--- src/rtl/multi_btn_debouncer.sv ---
// N-channel push-button conditioner: 2-flop synchroniser, stability counter and 4-state FSM per channel.
// Optional auto-repeat of press_pulse while a button is held is enabled by defining AUTOREPEAT_EN.
module multi_btn_debouncer #(
    parameter int NUM_BTNS      = 5,
    parameter int STABLE_CYCLES = 1000000,
    parameter int REPEAT_DELAY  = 50000000,
    parameter int REPEAT_PERIOD = 10000000
) (
    input  logic                clk,
    input  logic                rst_n,
    input  logic [NUM_BTNS-1:0] btn,
    output logic [NUM_BTNS-1:0] btn_level,
    output logic [NUM_BTNS-1:0] press_pulse,
    output logic [NUM_BTNS-1:0] release_pulse,
    output logic                any_press
);

    localparam int CNT_W = $clog2(STABLE_CYCLES + 1);
    localparam logic [CNT_W-1:0] CNT_LAST = CNT_W'(STABLE_CYCLES - 1);
    localparam logic [CNT_W-1:0] CNT_ONE  = CNT_W'(1);

    typedef enum logic [1:0] {
        IDLE,
        PRESS_WAIT,
        HELD,
        RELEASE_WAIT
    } state_e;

    if (NUM_BTNS < 1 || STABLE_CYCLES < 2 || REPEAT_DELAY < 1 || REPEAT_PERIOD < 1) begin : g_bad_params
        $error("multi_btn_debouncer: illegal parameter value");
    end

    logic [NUM_BTNS-1:0] sync1_q;
    logic [NUM_BTNS-1:0] btn_sync_q;

    state_e              state_q [NUM_BTNS];
    state_e              state_d [NUM_BTNS];
    logic [CNT_W-1:0]    cnt_q   [NUM_BTNS];
    logic [CNT_W-1:0]    cnt_d   [NUM_BTNS];
    logic [NUM_BTNS-1:0] level_q,   level_d;
    logic [NUM_BTNS-1:0] press_q,   press_d;
    logic [NUM_BTNS-1:0] release_q, release_d;
    logic                any_q,     any_d;

`ifdef AUTOREPEAT_EN
    localparam int REP_MAX = (REPEAT_DELAY > REPEAT_PERIOD) ? REPEAT_DELAY : REPEAT_PERIOD;
    localparam int TMR_W   = $clog2(REP_MAX + 1);
    localparam logic [TMR_W-1:0] TMR_DELAY  = TMR_W'(REPEAT_DELAY);
    localparam logic [TMR_W-1:0] TMR_PERIOD = TMR_W'(REPEAT_PERIOD);

    // The timer restarts after every repeat pulse; rep_phase selects the first delay or the period.
    logic [TMR_W-1:0]    tmr_q [NUM_BTNS];
    logic [TMR_W-1:0]    tmr_d [NUM_BTNS];
    logic [NUM_BTNS-1:0] rep_phase_q, rep_phase_d;
`endif

    always_comb begin
        // NOTE: every always_comb output gets a default first so no path can infer a latch.
        for (int i = 0; i < NUM_BTNS; i++) begin
            state_d[i]   = state_q[i];
            cnt_d[i]     = cnt_q[i];
            level_d[i]   = level_q[i];
            press_d[i]   = 1'b0;
            release_d[i] = 1'b0;
`ifdef AUTOREPEAT_EN
            tmr_d[i]       = tmr_q[i];
            rep_phase_d[i] = rep_phase_q[i];
`endif

            case (state_q[i])
                IDLE: begin
                    if (btn_sync_q[i]) begin
                        state_d[i] = PRESS_WAIT;
                        cnt_d[i]   = CNT_ONE;
                    end
                end
                PRESS_WAIT: begin
                    if (!btn_sync_q[i]) begin
                        state_d[i] = IDLE;
                        cnt_d[i]   = '0;
                    end else if (cnt_q[i] == CNT_LAST) begin
                        state_d[i] = HELD;
                        cnt_d[i]   = '0;
                        level_d[i] = 1'b1;
                        press_d[i] = 1'b1;
`ifdef AUTOREPEAT_EN
                        tmr_d[i]       = '0;
                        rep_phase_d[i] = 1'b0;
`endif
                    end else begin
                        cnt_d[i] = cnt_q[i] + CNT_ONE;
                    end
                end
                HELD: begin
                    if (!btn_sync_q[i]) begin
                        state_d[i] = RELEASE_WAIT;
                        cnt_d[i]   = CNT_ONE;
                    end
`ifdef AUTOREPEAT_EN
                    else if (tmr_q[i] + TMR_W'(1) == (rep_phase_q[i] ? TMR_PERIOD : TMR_DELAY)) begin
                        press_d[i]     = 1'b1;
                        tmr_d[i]       = '0;
                        rep_phase_d[i] = 1'b1;
                    end else begin
                        tmr_d[i] = tmr_q[i] + TMR_W'(1);
                    end
`endif
                end
                RELEASE_WAIT: begin
                    if (btn_sync_q[i]) begin
                        state_d[i] = HELD;
                        cnt_d[i]   = '0;
                    end else if (cnt_q[i] == CNT_LAST) begin
                        state_d[i]   = IDLE;
                        cnt_d[i]     = '0;
                        level_d[i]   = 1'b0;
                        release_d[i] = 1'b1;
`ifdef AUTOREPEAT_EN
                        tmr_d[i]       = '0;
                        rep_phase_d[i] = 1'b0;
`endif
                    end else begin
                        cnt_d[i] = cnt_q[i] + CNT_ONE;
                    end
                end
                default: begin
                    state_d[i] = IDLE;
                    cnt_d[i]   = '0;
                end
            endcase
        end
        any_d = |press_d;
    end

    // NOTE: sequential state uses non-blocking assignments so every flop samples pre-edge values.
    always_ff @(posedge clk or negedge rst_n) begin
        if (!rst_n) begin
            sync1_q    <= '0;
            btn_sync_q <= '0;
            level_q    <= '0;
            press_q    <= '0;
            release_q  <= '0;
            any_q      <= 1'b0;
            // NOTE: the per-channel arrays are control state, not storage, so they must be reset too.
            for (int i = 0; i < NUM_BTNS; i++) begin
                state_q[i] <= IDLE;
                cnt_q[i]   <= '0;
            end
        end else begin
            sync1_q    <= btn;
            btn_sync_q <= sync1_q;
            level_q    <= level_d;
            press_q    <= press_d;
            release_q  <= release_d;
            any_q      <= any_d;
            for (int i = 0; i < NUM_BTNS; i++) begin
                state_q[i] <= state_d[i];
                cnt_q[i]   <= cnt_d[i];
            end
        end
    end

`ifdef AUTOREPEAT_EN
    always_ff @(posedge clk or negedge rst_n) begin
        if (!rst_n) begin
            rep_phase_q <= '0;
            for (int i = 0; i < NUM_BTNS; i++) begin
                tmr_q[i] <= '0;
            end
        end else begin
            rep_phase_q <= rep_phase_d;
            for (int i = 0; i < NUM_BTNS; i++) begin
                tmr_q[i] <= tmr_d[i];
            end
        end
    end
`endif

    assign btn_level     = level_q;
    assign press_pulse   = press_q;
    assign release_pulse = release_q;
    assign any_press     = any_q;

endmodule

--- config.mk ---
export PLATFORM = sky130hd
export DESIGN_NAME = multi_btn_debouncer
export DESIGN_NICKNAME = d
export VERILOG_FILES = /design/src/rtl/multi_btn_debouncer.sv
export SDC_FILE = /design/constraint.sdc
export NUM_CORES = 1
export LEC_CHECK = 0
export CORE_UTILIZATION = 60
export CTS_CLUSTER_SIZE = 28
export DETAILED_ROUTE_END_ITERATION = 6
export PLACE_DENSITY = 0.78
export SLEW_MARGIN = 30
export SYNTH_ARGS = -nofsm -noshare
export SYNTH_HDL_FRONTEND = slang
export SYNTH_SLANG_ARGS = --single-unit
--- constraint.sdc ---
create_clock -name clk -period 2.4 [get_ports clk]
set_input_delay 0.48 -clock clk [delete_from_list [all_inputs] [get_ports clk]]
set_output_delay 0.48 -clock clk [all_outputs]
set_load 0.05 [all_outputs]
### Word level (Yosys, flattened, before mapping)

Cells that the tools add are included.

| word-level totals | value |
|---|---|
| register bits | 136 |
| input bits | 7 |
| output and inout bits | 16 |
| logic and storage cells | 226 |

| operators by class | value |
|---|---|
| $add $sub $neg | 5 |
| eq/ne operators | 60 |
| muxes and demuxes | 115 |
| reductions and logical operators | 26 |

Operator list:

| cell | count |
|---|---|
| 20-bit 2-to-1 mux | 25 |
| 20-bit case mux with 4 select lines | 5 |
| 20-bit by 1-bit adder with 20-bit output (second input constant) | 5 |
| 20-bit equality test (second input constant) | 5 |
| 2-bit 2-to-1 mux | 30 |
| 2-bit inequality test (second input constant) | 30 |
| 1-bit 2-to-1 mux | 45 |
| 2-bit case mux with 4 select lines | 5 |
| 3-bit inequality test (second input constant) | 10 |
| 5-bit AND reduction | 5 |
| 2-bit equality test (second input constant) | 10 |
| 4-bit AND reduction | 5 |
| 2-bit by 1-bit equality test with 1-bit output (second input constant) | 5 |
| 2-bit logical NOT | 5 |
| 1-bit case mux with 2 select lines | 5 |
| 2-bit AND reduction | 5 |
| 2-bit nonzero test | 5 |
| 5-bit OR reduction | 1 |

### Longest topological paths before layout

| logic depth | value |
|---|---|
| depth after elaboration | 5 |
| depth in mapped cells | 7 |

### Worst setup path after synthesis

No wires, ideal clock.

| timing | value |
|---|---|
| kind | flip-flop to flip-flop |
| start point | register cnt_q[80] (netlist bit) |
| end point | register any_q (netlist: any_press) |
| library setup time | 0.139 ns |
| arrival time | 1.683 ns |
| slack | 0.579 ns |
| cell stages (with the launch flop) | 7 |
| buffers on the path | 0 |
| period minus slack after synthesis | 1.821 ns |
| cells stage by stage | dfrtp_1 ha_1 and3_1 and4_1 nand3_1 or3b_1 or4b_1 |

| on the way | value |
|---|---|
| word-level cells in the longest chain between the ends | 5 |

Ends and longest elaborated chain:

| what | line | RTL |
|---|---|---|
| start, declared | 38 | `logic [CNT_W-1:0] cnt_q [NUM_BTNS];` |
| start signal, assigned by index | 158 | `cnt_q[i] <= cnt_d[i];` |
| 20-bit equality test | 81 | `end else if (cnt_q[i] == CNT_LAST) begin` |
| 1-bit 2-to-1 mux | 81 |  |
| 1-bit 2-to-1 mux | 78 | `if (!btn_sync_q[i]) begin` |
| 1-bit 2-to-1 mux | 70 | `case (state_q[i])` |
| 5-bit OR reduction | 132 | `any_d = \|press_d;` |
| named net any_d | 43 | `logic any_q, any_d;` |
| end signal, assigned | 155 | `any_q <= any_d;` |
| end, declared | 43 |  |

The timed path passes the listed nets, and every way through them passes these cells.
A chain may end at the register's enable or synchronous reset.

### Final worst setup path

| timing | value |
|---|---|
| start point | register cnt_q[60] (netlist bit) |
| end point | register cnt_q[65] (netlist bit) |

| on the way | value |
|---|---|
| word-level cells in the longest chain between the ends | 4 |
| elaborated cells on any way between the ends | 6 |

Ends and longest elaborated chain:

| what | line |
|---|---|
| 20-bit by 1-bit adder with 20-bit output or 20-bit equality test (tied branches) | - |
| 20-bit 2-to-1 mux (*) | 81, 113 |
| 20-bit 2-to-1 mux, on equally long branches | 110, 78 |
| 20-bit case mux with 4 select lines (*) | 70 |

Every way passes the cells marked *; elsewhere a longest branch is shown, timed or not.

==> results.txt <==
Outcome -> completed
HP Class -> reg2reg
Number of global-route vias before repair -> 5,160
Routed WL per cell -> 16.08 microns
DP Area -> 0.007302 sq mm
Post-synth EDFFs -> 0
Post-synthesis average cell area -> 9.837 sq um
Req. time, crit path -> 2730 ps
Cell mode on critical path -> a31oi_1
NetSw -> 1.318 mW
Sequential fraction of the synthesis area -> 0.4907
First-pass GRT wire length -> 23,780 microns
Fmax -> 453.7 MHz
DIE WIDTH -> 109.5 microns
Initial antenna violation count -> 0
Post-Synth XOR/XNOR Area -> 0.06152
Slowest CP cell -> a211oi_4
Arr. time, crit path -> 2540 ps
Std cell rows -> 38
Main combinational cell family by area after synthesis -> simple AND/OR/NAND/NOR gates
Final hold viol count -> 0
Setup TNS Final -> 0 ps
CTS root buf -> clkbuf_16
Global routing usage on met1 -> 0.3319
Vias per cell -> 6.116
Die Area -> 0.01199 sq mm
Post-synth ARST share -> 1.000
Sw frac -> 0.2472
Reg2Reg Launch Point -> cnt_q[60]
Mux contribution to synthesized area -> 0.009201
Delay-heaviest family, CP -> compound AO/OA/AOI/OAI gates
Worst-path maximum fanout -> 19
Synth Area in Adders -> 0.009020
Placer congestion estimate -> 0.8336
Area delta synth->final -> 13.73%
Share of cells above drive strength 1 -> 0.1139
Max Cap Violations -> 0
Worst vdd ir -> 0.6614 mV
Rel. slew slack -> 0.4397
Met3 Track Usage GR -> 0.06520
Crit. Startpoint -> cnt_q[60]
Drt first pass iters -> 5
CTS tree -> yes
PostCTS Resize Cnt -> 0
Largest net degree at the start of global routing -> 49
Sequence of cells on the critical path -> ha_1, nand3_2, nor4_4, a211oi_4, a31oi_1, a31oi_1
Seq cells post-synth -> 136
Commonest non-fill, non-tap cells in the layout -> dfrtp_1 (136), nand2_1 (77), nor2_1 (72)
Clock period minus worst slack -> 2204 ps
Worst-Skew Late Latency -> 420 ps
Worst-Margin Slew -> 838.6 ps
Critical path endpoint category -> flop
RSZ-0062 raised after global routing -> no
Io pins -> 23
CTS max path bufs -> 2
Final Instance Area -> 0.007888 sq mm
GRT overflow -> 0
Post-synthesis compound-gate area fraction -> 0.1425
Reg clk slew, reported paths -> 60 ps
Endpoints failing setup -> 0
Ys Warns -> 0
Cell area after synthesis -> 0.006935 sq mm
Post-Syn Instances -> 705
H-tree Lvls -> 4
Hold Path Origin -> sync1_q[1]
Hold WS -> 346.7 ps
Final WL -> 14,250 microns
Number of diodes -> 0
Most common cell after layout, fill and taps aside -> dfrtp_1
CP Buf/Inv Count -> 0
Fin nets -> 746
Crit path kind -> reg2reg
Power per cell area -> 675.8 mW/mm^2
Crit path launch type -> flop
Distinct cells, synth -> 67
Slowest Stage Delay on Critical Path -> 720 ps
Post-synthesis simple-gate area fraction -> 0.2587
Detail Route Antenna Nets -> 0
Fraction of power consumed by sequential logic -> 0.464
PortBufs -> 22
Clock power frac -> 0.478
Clock skew -> 7.354 ps
Comb pwr share -> 0.058
Chip height -> 109.5 microns
CORE AREA -> 0.01103 sq mm
Total Routing Usage GR -> 0.2576
M2 GR Usage -> 0.4200
GRT Max-Usage Layer -> met2
P_leak -> 3.279 nW
Clock sink total -> 136
CTS Buf Count -> 17
Initial drt markers -> 401
Max Slew Vio Count -> 0
Final period utilization -> 0.9184
Starting Density -> 0.6287
# DRC -> 0
Synth Flop Type -> dfrtp_1
Hpwl dp -> 9621 microns
Vias post-DR -> 5,419
Internal -> 4.012 mW
Net Count, Synth -> 717
worst paths after layout:
| kind | endpoint | cells after the start | slack, ps |
|---|---|---|---|
| worst max-delay path | cnt_q[65] | 6 | 200 |
| worst min-delay path | btn_sync_q[1] | 0 | 350 |
| min in group asynchronous | cnt_q[47] | 2 | 560 |
| max in group asynchronous | cnt_q[14] | 3 | 1200 |
| worst max register to register | cnt_q[65] | 6 | 200 |
| worst min register to register | btn_sync_q[1] | 0 | 350 |
flip-flops by register name, indices dropped and copies added (netlist names), named ones only:
signal         cells
release_pulse      5
cnt_q            100
press_pulse        5
sync1_q            5
btn_sync_q         5
any_press          1
btn_level          5
state_q            5
power by group through the flow:
| stage | combinational [mW] | sequential, mW | clock (mW) |
|---|---|---|---|
| after global placement | 0.290 | 2.50 | 0 |
| after global routing | 0.352 | 2.49 | 2.67 |
| after detailed placement | 0.309 | 2.51 | 0 |
| after CTS | 0.312 | 2.47 | 2.57 |
| final | 0.309 | 2.48 | 2.55 |
| after floorplan | 0.203 | 2.49 | 0 |
kinds of logic after synthesis:
kind of cell               after synthesis
DFF                                    136
muxes                                    6
xor gates and xnor gates                47
AOI/OAI and AO/OA                      142
buffers and inverters                   43
and+or+nand+nor                        326
adders and majority gates                5
cells in the mapped netlist, types with 3 or more instances:
| cell type | count | area, sq um |
|---|---|---|
| nor2_4 | 3 | 33.78 |
| clkbuf_1 | 4 | 15.01 |
| ha_1 | 5 | 62.56 |
| a211oi_4 | 4 | 80.08 |
| o211ai_1 | 3 | 22.52 |
| a31oi_1 | 47 | 294.0 |
| and3_1 | 14 | 87.58 |
| nor4_4 | 4 | 85.08 |
| and2_1 | 6 | 37.54 |
| a22o_1 | 7 | 61.31 |
| nand2_1 | 77 | 289.0 |
| nand3_2 | 4 | 40.04 |
| xnor2_1 | 25 | 219.0 |
| xor2_1 | 20 | 175.2 |
| nor2_2 | 10 | 62.56 |
| nor4_1 | 10 | 62.56 |
| inv_1 | 21 | 78.83 |
| o21ai_0 | 19 | 95.09 |
| nand3_1 | 41 | 205.2 |
| and4_1 | 10 | 87.58 |
| nor3b_1 | 3 | 22.52 |
| nor2_1 | 72 | 270.3 |
| a21o_1 | 3 | 22.52 |
| or2_2 | 4 | 25.02 |
| dfrtp_1 | 136 | 3403 |
| buf_2 | 12 | 60.06 |
| nand2b_1 | 10 | 62.56 |
| nand4_1 | 17 | 106.4 |
| mux2i_1 | 3 | 30.03 |
| a21oi_1 | 30 | 150.1 |
| nor3_1 | 16 | 80.08 |
| a41oi_1 | 11 | 96.34 |
| nand3b_1 | 7 | 52.55 |
what timing repair did:
item | in CTS | in global routing
endpoints found under the hold margin | 3 | 0
setup buffers | 0 | 0
hold buffers | 1 | 0
through the flow:
step | power, mW | instances | util | setup WS, ps
final | 5.330 | 886 | 0.7151 | 196.0
after global placement | 2.792 | 854 | 0.6613 | -8.198
after floorplan | 2.690 | 705 | - | 578.8
after global routing | 5.507 | 886 | 0.7151 | 52.69
after CTS | 5.355 | 886 | 0.7151 | 226.6
after detailed placement | 2.820 | 854 | 0.6620 | 240.6
area by class of cell:
cell class,instances,area (sq um)
flip-flops and latches,136,3403
multi-input cells,526,3343
fillers,797,3143
clock buffers,17,425.4
repair buffers,32,311.5
well taps,140,175.2
clock inverters,14,150.1
inverters,21,78.83
per-layer routing:
layer,vias to the layer above,wire length (microns)
met5,-,0
met4,0,254
met3,20,563
met2,114,7010
met1,2659,6420
li1,2626,-
Note: power is estimated with default switching activity, not from simulation.
